[src/rtl/if_stage_fetch_if.sv]
// Fetch-stage boundary: decode handshake, redirect inputs, inst SRAM port and counter.
// The master side belongs to the fetch stage and the slave side to its environment.
interface if_stage_fetch_if;
    logic        ds_allowin;
    logic        br_taken;
    logic [31:0] br_target;
    logic        fs_to_ds_valid;
    logic [63:0] fs_to_ds_bus;
    logic        inst_sram_en;
    logic [3:0]  inst_sram_we;
    logic [31:0] inst_sram_addr;
    logic [31:0] inst_sram_wdata;
    logic [31:0] inst_sram_rdata;
    logic [31:0] fetch_count;

    modport master (
        input  ds_allowin,
        input  br_taken,
        input  br_target,
        input  inst_sram_rdata,
        output fs_to_ds_valid,
        output fs_to_ds_bus,
        output inst_sram_en,
        output inst_sram_we,
        output inst_sram_addr,
        output inst_sram_wdata,
        output fetch_count
    );

    modport slave (
        output ds_allowin,
        output br_taken,
        output br_target,
        output inst_sram_rdata,
        input  fs_to_ds_valid,
        input  fs_to_ds_bus,
        input  inst_sram_en,
        input  inst_sram_we,
        input  inst_sram_addr,
        input  inst_sram_wdata,
        input  fetch_count
    );
endinterface

[src/rtl/if_stage_fetch.sv]
// Pre-IF/IF stage: next-PC selection, inst SRAM request, one-entry stall buffer
// and decode handshake, with decode-issued branch redirects squashing the IF slot.
module if_stage_fetch #(
    parameter logic [31:0] RESET_PC = 32'h1c00_0000
) (
    input  logic             clk,
    input  logic             resetn,
    if_stage_fetch_if.master fs
);

    logic        fs_valid_q,       fs_valid_d;
    logic [31:0] fs_pc_q,          fs_pc_d;
    logic [31:0] inst_buf_q,       inst_buf_d;
    logic        inst_buf_valid_q, inst_buf_valid_d;
    logic [31:0] fetch_count_q,    fetch_count_d;

    logic        fs_ready_go_s;
    logic        fs_allowin_s;
    logic [31:0] seq_pc_s;
    logic [31:0] nextpc_s;
    logic        sram_en_s;
    logic [31:0] fs_inst_s;
    logic        to_ds_valid_s;
    logic        xfer_s;
    logic        capture_s;

    // Datapath terms: next PC, SRAM enable, instruction source and handshake.
    always_comb begin
        fs_ready_go_s = 1'b1;
        fs_allowin_s  = !fs_valid_q | (fs_ready_go_s & fs.ds_allowin);
        seq_pc_s      = fs_pc_q + 32'd4;
        nextpc_s      = seq_pc_s;
        fs_inst_s     = fs.inst_sram_rdata;
        if (fs.br_taken) begin
            nextpc_s = fs.br_target;
        end else begin
            nextpc_s = seq_pc_s;
        end
        // The SRAM only holds its data for one cycle, so a stalled word lives in inst_buf.
        if (inst_buf_valid_q) begin
            fs_inst_s = inst_buf_q;
        end else begin
            fs_inst_s = fs.inst_sram_rdata;
        end
        sram_en_s     = resetn & (fs_allowin_s | fs.br_taken);
        to_ds_valid_s = fs_valid_q & fs_ready_go_s & !fs.br_taken;
        xfer_s        = to_ds_valid_s & fs.ds_allowin;
        capture_s     = fs_valid_q & !fs.ds_allowin & !inst_buf_valid_q & !fs.br_taken;
    end

    // Next-state: PC advance, stall buffer fill/flush, accepted-instruction count.
    always_comb begin
        fs_valid_d       = fs_valid_q;
        fs_pc_d          = fs_pc_q;
        inst_buf_d       = inst_buf_q;
        inst_buf_valid_d = inst_buf_valid_q;
        fetch_count_d    = fetch_count_q;

        if (sram_en_s) begin
            fs_valid_d = 1'b1;
            fs_pc_d    = nextpc_s;
        end else begin
            fs_valid_d = fs_valid_q;
            fs_pc_d    = fs_pc_q;
        end

        // A redirect outranks both the flush-on-transfer and the stall capture.
        if (fs.br_taken) begin
            inst_buf_valid_d = 1'b0;
        end else if (xfer_s) begin
            inst_buf_valid_d = 1'b0;
        end else if (capture_s) begin
            inst_buf_valid_d = 1'b1;
            inst_buf_d       = fs.inst_sram_rdata;
        end else begin
            inst_buf_valid_d = inst_buf_valid_q;
        end

        if (xfer_s) begin
            fetch_count_d = fetch_count_q + 32'd1;
        end else begin
            fetch_count_d = fetch_count_q;
        end
    end

    // Stage state registers; reset parks the PC one word before the boot address.
    always_ff @(posedge clk or negedge resetn) begin
        if (!resetn) begin
            fs_valid_q       <= 1'b0;
            fs_pc_q          <= RESET_PC - 32'd4;
            inst_buf_q       <= 32'h0000_0000;
            inst_buf_valid_q <= 1'b0;
            fetch_count_q    <= 32'h0000_0000;
        end else begin
            fs_valid_q       <= fs_valid_d;
            fs_pc_q          <= fs_pc_d;
            inst_buf_q       <= inst_buf_d;
            inst_buf_valid_q <= inst_buf_valid_d;
            fetch_count_q    <= fetch_count_d;
        end
    end

    assign fs.fs_to_ds_valid  = to_ds_valid_s;
    assign fs.fs_to_ds_bus    = {fs_inst_s, fs_pc_q};
    assign fs.inst_sram_en    = sram_en_s;
    assign fs.inst_sram_we    = 4'b0000;
    assign fs.inst_sram_addr  = nextpc_s;
    assign fs.inst_sram_wdata = 32'h0000_0000;
    assign fs.fetch_count     = fetch_count_q;

endmodule
[src/flat_wrapper.sv]
// flat-port wrapper written by rule: the top's interface ports become plain ports
module if_stage_fetch_flat 
#(
    parameter logic [31:0] RESET_PC = 32'h1c00_0000
)
  (clk, resetn, fs_ds_allowin, fs_br_taken, fs_br_target, fs_inst_sram_rdata, fs_fs_to_ds_valid, fs_fs_to_ds_bus, fs_inst_sram_en, fs_inst_sram_we, fs_inst_sram_addr, fs_inst_sram_wdata, fs_fetch_count);
  if_stage_fetch_if fs_i ();
  input  logic clk;
  input  logic resetn;
  input wire logic [$bits(fs_i.ds_allowin)-1:0] fs_ds_allowin;
  input wire logic [$bits(fs_i.br_taken)-1:0] fs_br_taken;
  input wire logic [$bits(fs_i.br_target)-1:0] fs_br_target;
  input wire logic [$bits(fs_i.inst_sram_rdata)-1:0] fs_inst_sram_rdata;
  output wire logic [$bits(fs_i.fs_to_ds_valid)-1:0] fs_fs_to_ds_valid;
  output wire logic [$bits(fs_i.fs_to_ds_bus)-1:0] fs_fs_to_ds_bus;
  output wire logic [$bits(fs_i.inst_sram_en)-1:0] fs_inst_sram_en;
  output wire logic [$bits(fs_i.inst_sram_we)-1:0] fs_inst_sram_we;
  output wire logic [$bits(fs_i.inst_sram_addr)-1:0] fs_inst_sram_addr;
  output wire logic [$bits(fs_i.inst_sram_wdata)-1:0] fs_inst_sram_wdata;
  output wire logic [$bits(fs_i.fetch_count)-1:0] fs_fetch_count;
  assign fs_i.ds_allowin = fs_ds_allowin;
  assign fs_i.br_taken = fs_br_taken;
  assign fs_i.br_target = fs_br_target;
  assign fs_i.inst_sram_rdata = fs_inst_sram_rdata;
  assign fs_fs_to_ds_valid = fs_i.fs_to_ds_valid;
  assign fs_fs_to_ds_bus = fs_i.fs_to_ds_bus;
  assign fs_inst_sram_en = fs_i.inst_sram_en;
  assign fs_inst_sram_we = fs_i.inst_sram_we;
  assign fs_inst_sram_addr = fs_i.inst_sram_addr;
  assign fs_inst_sram_wdata = fs_i.inst_sram_wdata;
  assign fs_fetch_count = fs_i.fetch_count;
  if_stage_fetch #(.RESET_PC(RESET_PC)) u_core (.clk(clk), .resetn(resetn), .fs(fs_i));
endmodule
[config.mk]
export PLATFORM = sky130hd
export DESIGN_NAME = if_stage_fetch_flat
export DESIGN_NICKNAME = d
export VERILOG_FILES = /design/src/rtl/if_stage_fetch_if.sv /design/src/rtl/if_stage_fetch.sv /design/src/flat_wrapper.sv
export SDC_FILE = /design/constraint.sdc
export NUM_CORES = 1
export LEC_CHECK = 0
export BUFFER_PORTS_ARGS = -buffer_cell sky130_fd_sc_hd__buf_2
export CAP_MARGIN = 0
export CELL_PAD_IN_SITES_DETAIL_PLACEMENT = 2
export CELL_PAD_IN_SITES_GLOBAL_PLACEMENT = 2
export CORE_MARGIN = 2
export CORE_UTILIZATION = 32
export DETAILED_ROUTE_END_ITERATION = 10
export GPL_TIMING_DRIVEN = 0
export HOLD_SLACK_MARGIN = 0.02
export PLACE_DENSITY = 0.85
export SYNTH_ARGS = -nofsm -noshare
export SYNTH_HDL_FRONTEND = slang
export SYNTH_SLANG_ARGS = --single-unit
[constraint.sdc]
create_clock -name clk -period 3.85 [get_ports clk]
set_input_delay 0 -clock clk [delete_from_list [all_inputs] [get_ports clk]]
set_output_delay 0 -clock clk [all_outputs]
set_load 0.005 [all_outputs]
Word-level counts from Yosys, hierarchy flattened:

Index checks and enable logic that the tools add are counted.

* flip-flop bits (word level): 98
* output and inout port bits: 166

* add/sub/neg operators: 2
* multiplexer cells: 5
* bitwise gates (word level): 10
* reductions and logical operators: 6

Operators by type and width (number)
* 2-to-1 mux 32 bit: 2
* adder 32 x 1 -> 32 bit, second input constant: 1
* adder 32 x 3 -> 32 bit, second input constant: 1
* AND 1 bit: 6
* logical NOT 1 bit: 4
* 2-to-1 mux 1 bit: 3
* AND reduction 3 bit: 1
* nonzero test 3 bit: 1
* NOT 1 bit: 2
* OR 1 bit: 2

Logic depth before layout (Yosys ltp):

* depth after elaboration: 7
* mapped depth: 7

Worst setup path after synthesis:

Ideal clock, no wire load.

* path kind: flip-flop to flip-flop
* start: register u_core.fs_pc_q[2]
* end: register u_core.fs_pc_q[8]
* arrival time: 1.820 ns
* data required time: 3.790 ns
* slack: 1.971 ns
* cell stages (with the launch flop): 7
* path buffers: 1
* period minus slack after synthesis: 1.879 ns
* path through: dfstp_2 ha_1 nand3_1 clkbuf_1 or3_1 a31oi_1 mux2_2

* longest elaborated chain between the ends: 2

RTL lines
* start: declaration: RTL line if_stage_fetch.sv:12 `logic [31:0] fs_pc_q, fs_pc_d;`
* start signal: assignment: RTL line if_stage_fetch.sv:90 `fs_pc_q <= RESET_PC - 32'd4;`
* start signal: assignment: RTL line if_stage_fetch.sv:96 `fs_pc_q <= fs_pc_d;`
* adder 32 x 3 -> 32 bit: RTL line if_stage_fetch.sv:31 `seq_pc_s = fs_pc_q + 32'd4;`
* 2-to-1 mux 32 bit: RTL line if_stage_fetch.sv:34 `if (fs.br_taken) begin`
* named net fs_inst_sram_addr[8]: RTL line flat_wrapper.sv:18 `output wire logic [$bits(fs_i.inst_sram_addr)-1:0] fs_inst_sram_addr;`

The timed path passes the listed nets, and every way through them passes these cells.
A chain may end at the register's enable or synchronous reset.

Final worst setup path:

* start: register u_core.fs_pc_q[11]
* end: output fs_inst_sram_addr[27]

* longest elaborated chain between the ends: 2

RTL lines (RTL line)
* adder 32 x 3 -> 32 bit: if_stage_fetch.sv:31
* 2-to-1 mux 32 bit: if_stage_fetch.sv:34
* end: declaration: flat_wrapper.sv:18

No other way between the ends.

==> out/results.txt <==
The clock net in this run drives a total of 98 sinks. The mean post-synth cell area came out at 9.88 um^2. The first detailed-routing pass took 4 iterations. The combined buffer and inverter count along the critical path came out at 3.

For the count of filler cells inserted in the layout, the log shows 2176. The largest buffer count on any clock path is 2, and the routed wire length is 24.9 mm. The later pin in the worst-skew pair is clocked with a latency of 0.35 ns.

In this run the vertical extent of the chip is 143 um. Total leakage power: 3.97 nW. Count of final max-slew check failures: 0.

The flow ran to the end, and the final reports show no timing, DRC or antenna violations. The run gives 6730 as the number of global-route vias before repair. Among cell families on the critical path, the largest total delay comes from buffers and inverters.

The share of the core filled with cells was 44.0%. Once the clock tree was built, the resizer swapped 0 gates to a different size. Setup repair after global routing left no endpoint under its margin. Number of remaining DRC errors: 0. The first routing iteration left 193 violations. Clock skew on the completed layout was measured at 0.00968 ns.

The run gives 0 as the final number of hold-violating endpoints. The floorplan has 51 rows. The most common cell type on the critical path was sky130_fd_sc_hd__buf_2. Subtracting the final worst setup slack from the clock period gives 2.94 ns. Buffers inserted to repair hold after CTS numbered 43. The synthesized netlist occupies a cell area of 0.00623 mm^2. The worst hold-check path type is in -> reg. The number of endpoints failing setup at the final stage came out at 0. The data arrival time of the critical path came out at 2.94 ns. After technology mapping, the gate count stands at 630. During I/O placement, the number of pins put on the boundary was 234. The share of the clock period used by the worst path was 76.4%. Worst setup slack before clock tree synthesis: 1.32 ns. The initial antenna violation count is 2. The wire length of the first global-routing pass was 38.6 mm. The floorplan die area was 0.0206 mm^2; the tightest slew margin relative to the limit was 37.5%. The signal on the critical path passes through buf_2, nand2_2, nor3_1, clkbuf_1, a21oi_1, a211o_1, buf_2.

Power spread over the standard cell area amounts to 402 mW/mm^2. Total clock buffers created by CTS: 9. The horizontal extent of the die was 143 um. The tools report the total via count after detailed routing as 6151. The tool flagged a number of max-cap violations equal to 0. TritonCTS built the clock tree. The largest net degree at the start of global routing came out at 67. STA puts the critical path data required time at 3.85 ns.

The post-route netlist has 43.2% of its cells at a drive strength greater than 1. The most used flip-flop cell after synthesis is sky130_fd_sc_hd__dfrtp_1. STA classifies the critical path endpoint as an output pin. Residual antenna-violating net count after detailed routing: 0. The maximum vdd ir drop was 0.259 mV; the portion of the post-synthesis area used by sequential elements was 39.9%. The largest individual stage delay along the critical path comes from the cell sky130_fd_sc_hd__nor3_1. The level count of the clock H-tree is 3, and the aggregate global-route resource usage is 24.2%. Relative to the synthesized area, the layout overhead comes to 36.1%. After routing, the total negative slack on setup checks comes to 0 ns. The maximum fanout count along the critical path came out at 10. The proportion of synthesized flip-flops having asynchronous set or reset is 100%, and the fmax is 340 MHz. Dividing the detail-routed wire length by the instance count gives 20.9 um.

In this design, the stage delay of the slowest critical-path cell is 0.59 ns. Setup slack closes at 0.910 ns. The tree is rooted in a sky130_fd_sc_hd__clkbuf_16. The count of distinct cell types in the synthesized netlist is 61, and the final weighted congestion in routability-driven placement is 0.810. Once the floorplan was initialized, standard cells occupied 32.3% of the core. The startpoint-to-endpoint class of the critical path was reg -> out. In this run, synthesis inferred 0 flip-flops with an integrated enable. Final-stage net count: 987. The clock slew at the register clock pins of the worst setup and hold paths was 0.07 ns. For the final HPWL from detailed placement, the log shows 17.5 mm.

STA classifies the critical path startpoint as a register. The number of buffers added on ports was 197. The region available for standard cell placement spans 0.0193 mm^2. Summed over all layers, the global routing overflow is 0. Dividing the detail-routed via count by the number of cells gives 5.18. Buffers added to address setup during post-CTS repair amount to 0. For the pin with the worst max-slew slack, the measured transition is 0.931 ns. For this run, the number of Yosys warnings is 0. The design draws 0.00340 W. Synthesis inferred 98 register bits.
[final timing paths]
| path | cells past startpoint | end | from | slack, ns |
|---|---|---|---|---|
| hold reg to reg | 1 | u_core.fs.fetch_count[22] | u_core.fs.fetch_count[22] | 0.49 |
| max in group asynchronous | 3 | u_core.fs_pc_q[7] | resetn | 2.88 |
| min in group asynchronous | 2 | u_core.inst_buf_q[8] | resetn | 0.19 |
| setup reg to reg | 6 | u_core.fs_pc_q[26] | u_core.fs_pc_q[2] | 1.40 |
| setup / recovery | 7 | fs_inst_sram_addr[27] | u_core.fs_pc_q[11] | 0.91 |
| hold / removal | 4 | u_core.fs_pc_q[24] | fs_br_target[24] | 0.03 |
[layout make-up]
| cell class | instances | area (um^2) | area share, % |
|---|---|---|---|
| Tap cell | 265 | 332 | 3.91 |
| Timing Repair Buffer | 241 | 1450 | 17.1 |
| Antenna cell | 1 | 2.50 | 0.0295 |
| Clock buffer | 10 | 239 | 2.82 |
| Multi-Input combinational cell | 479 | 3370 | 39.8 |
| Buffer | 76 | 457 | 5.39 |
| Clock inverter | 6 | 96.3 | 1.14 |
| Sequential cell | 98 | 2480 | 29.3 |
| Inverter | 12 | 45.0 | 0.532 |
[per-stage QoR]
step                cell area [um^2]  hold WS, ns  instances
detailed placement              7700       0.0222       1128
CTS                             8470       0.0204       1187
global route                    8470       0.0238       1188
global placement                7670        0.237       1127
finish                          8470       0.0275       1188
floorplan                       6360       -0.296        665
[worst min-delay path, stage by stage]
cell,delay [ns]
sky130_fd_sc_hd__buf_2,0.08
sky130_fd_sc_hd__and3_1,0.15
sky130_fd_sc_hd__a21oi_1,0.04
sky130_fd_sc_hd__nand3b_1,0.07
[cell usage after synthesis (all sizes together), types with 19 or more instances]
library cell	count	area [um^2]
and3	22	138
mux2	84	946
xnor2	19	166
nor2	28	108
dfstp	26	683
dfrtp	72	1800
nand3	45	230
clkbuf	24	92.6
nor4	25	228
buf	52	364
xor2	20	175
nand4	32	219
nand2	49	194
[cell families after synthesis]
| kind of cell | Yosys count | synth area share [%] |
|---|---|---|
| compound gates | 68 | 7.50 |
| flops | 98 | 39.9 |
| xor+xnor | 39 | 5.49 |
| mux | 84 | 15.2 |
| other cells | 1 | 0.0602 |
| simple gates | 250 | 23.4 |
| fa+ha+maj | 2 | 0.402 |
| buf+inv | 88 | 8.06 |
[sequential cells by signal, indices dropped and copies added, names as in the netlist]
signal and cells:
u_core.fs.fetch_count 32, u_core.inst_buf_valid_q 1, u_core.inst_buf_q 32, u_core.fs_valid_q 1, u_core.fs_pc_q 32
[layer usage]
layer  share of wire [%]  GRT usage [%]  wire, um  vias up
li1                    -              -         -     2800
met1                  40           29.6      9920     3125
met5               0.064              0        16        -
met4                 2.3           6.86       571        2
met3                 4.9           4.20      1220       35
met2                  53           43.7     13200      189
[placed cells by master, fill, tap and decap left out, drive strengths merged, types with 3 or more instances in the layout]
master,count
mux2,84
a211o,7
or2,4
nand3b,9
nand4,32
or3,5
nor2,28
dfstp,26
nor3b,3
inv,14
dfrtp,72
and4,7
a21oi,12
buf,250
xnor2,19
xor2,20
nor4,25
o21ai,16
dlygate4sd3,43
nor3,11
o311ai,3
o2bb2ai,4
a22oi,3
clkbuf,34
nand3,45
nand2,49
a31oi,5
conb,36
and3,22
nor2b,4
[power by group]
part	switching [W]	total [W]	internal [W]	leakage, nW
Clock	0.000442	0.00104	0.000597	0.161
Combinational	0.000486	0.000947	0.000461	2.64
Sequential	0.000188	0.00142	0.00123	1.17
Total	0.00112	0.00340	0.00229	3.97
No activity file was read; power rests on OpenSTA's default activity.
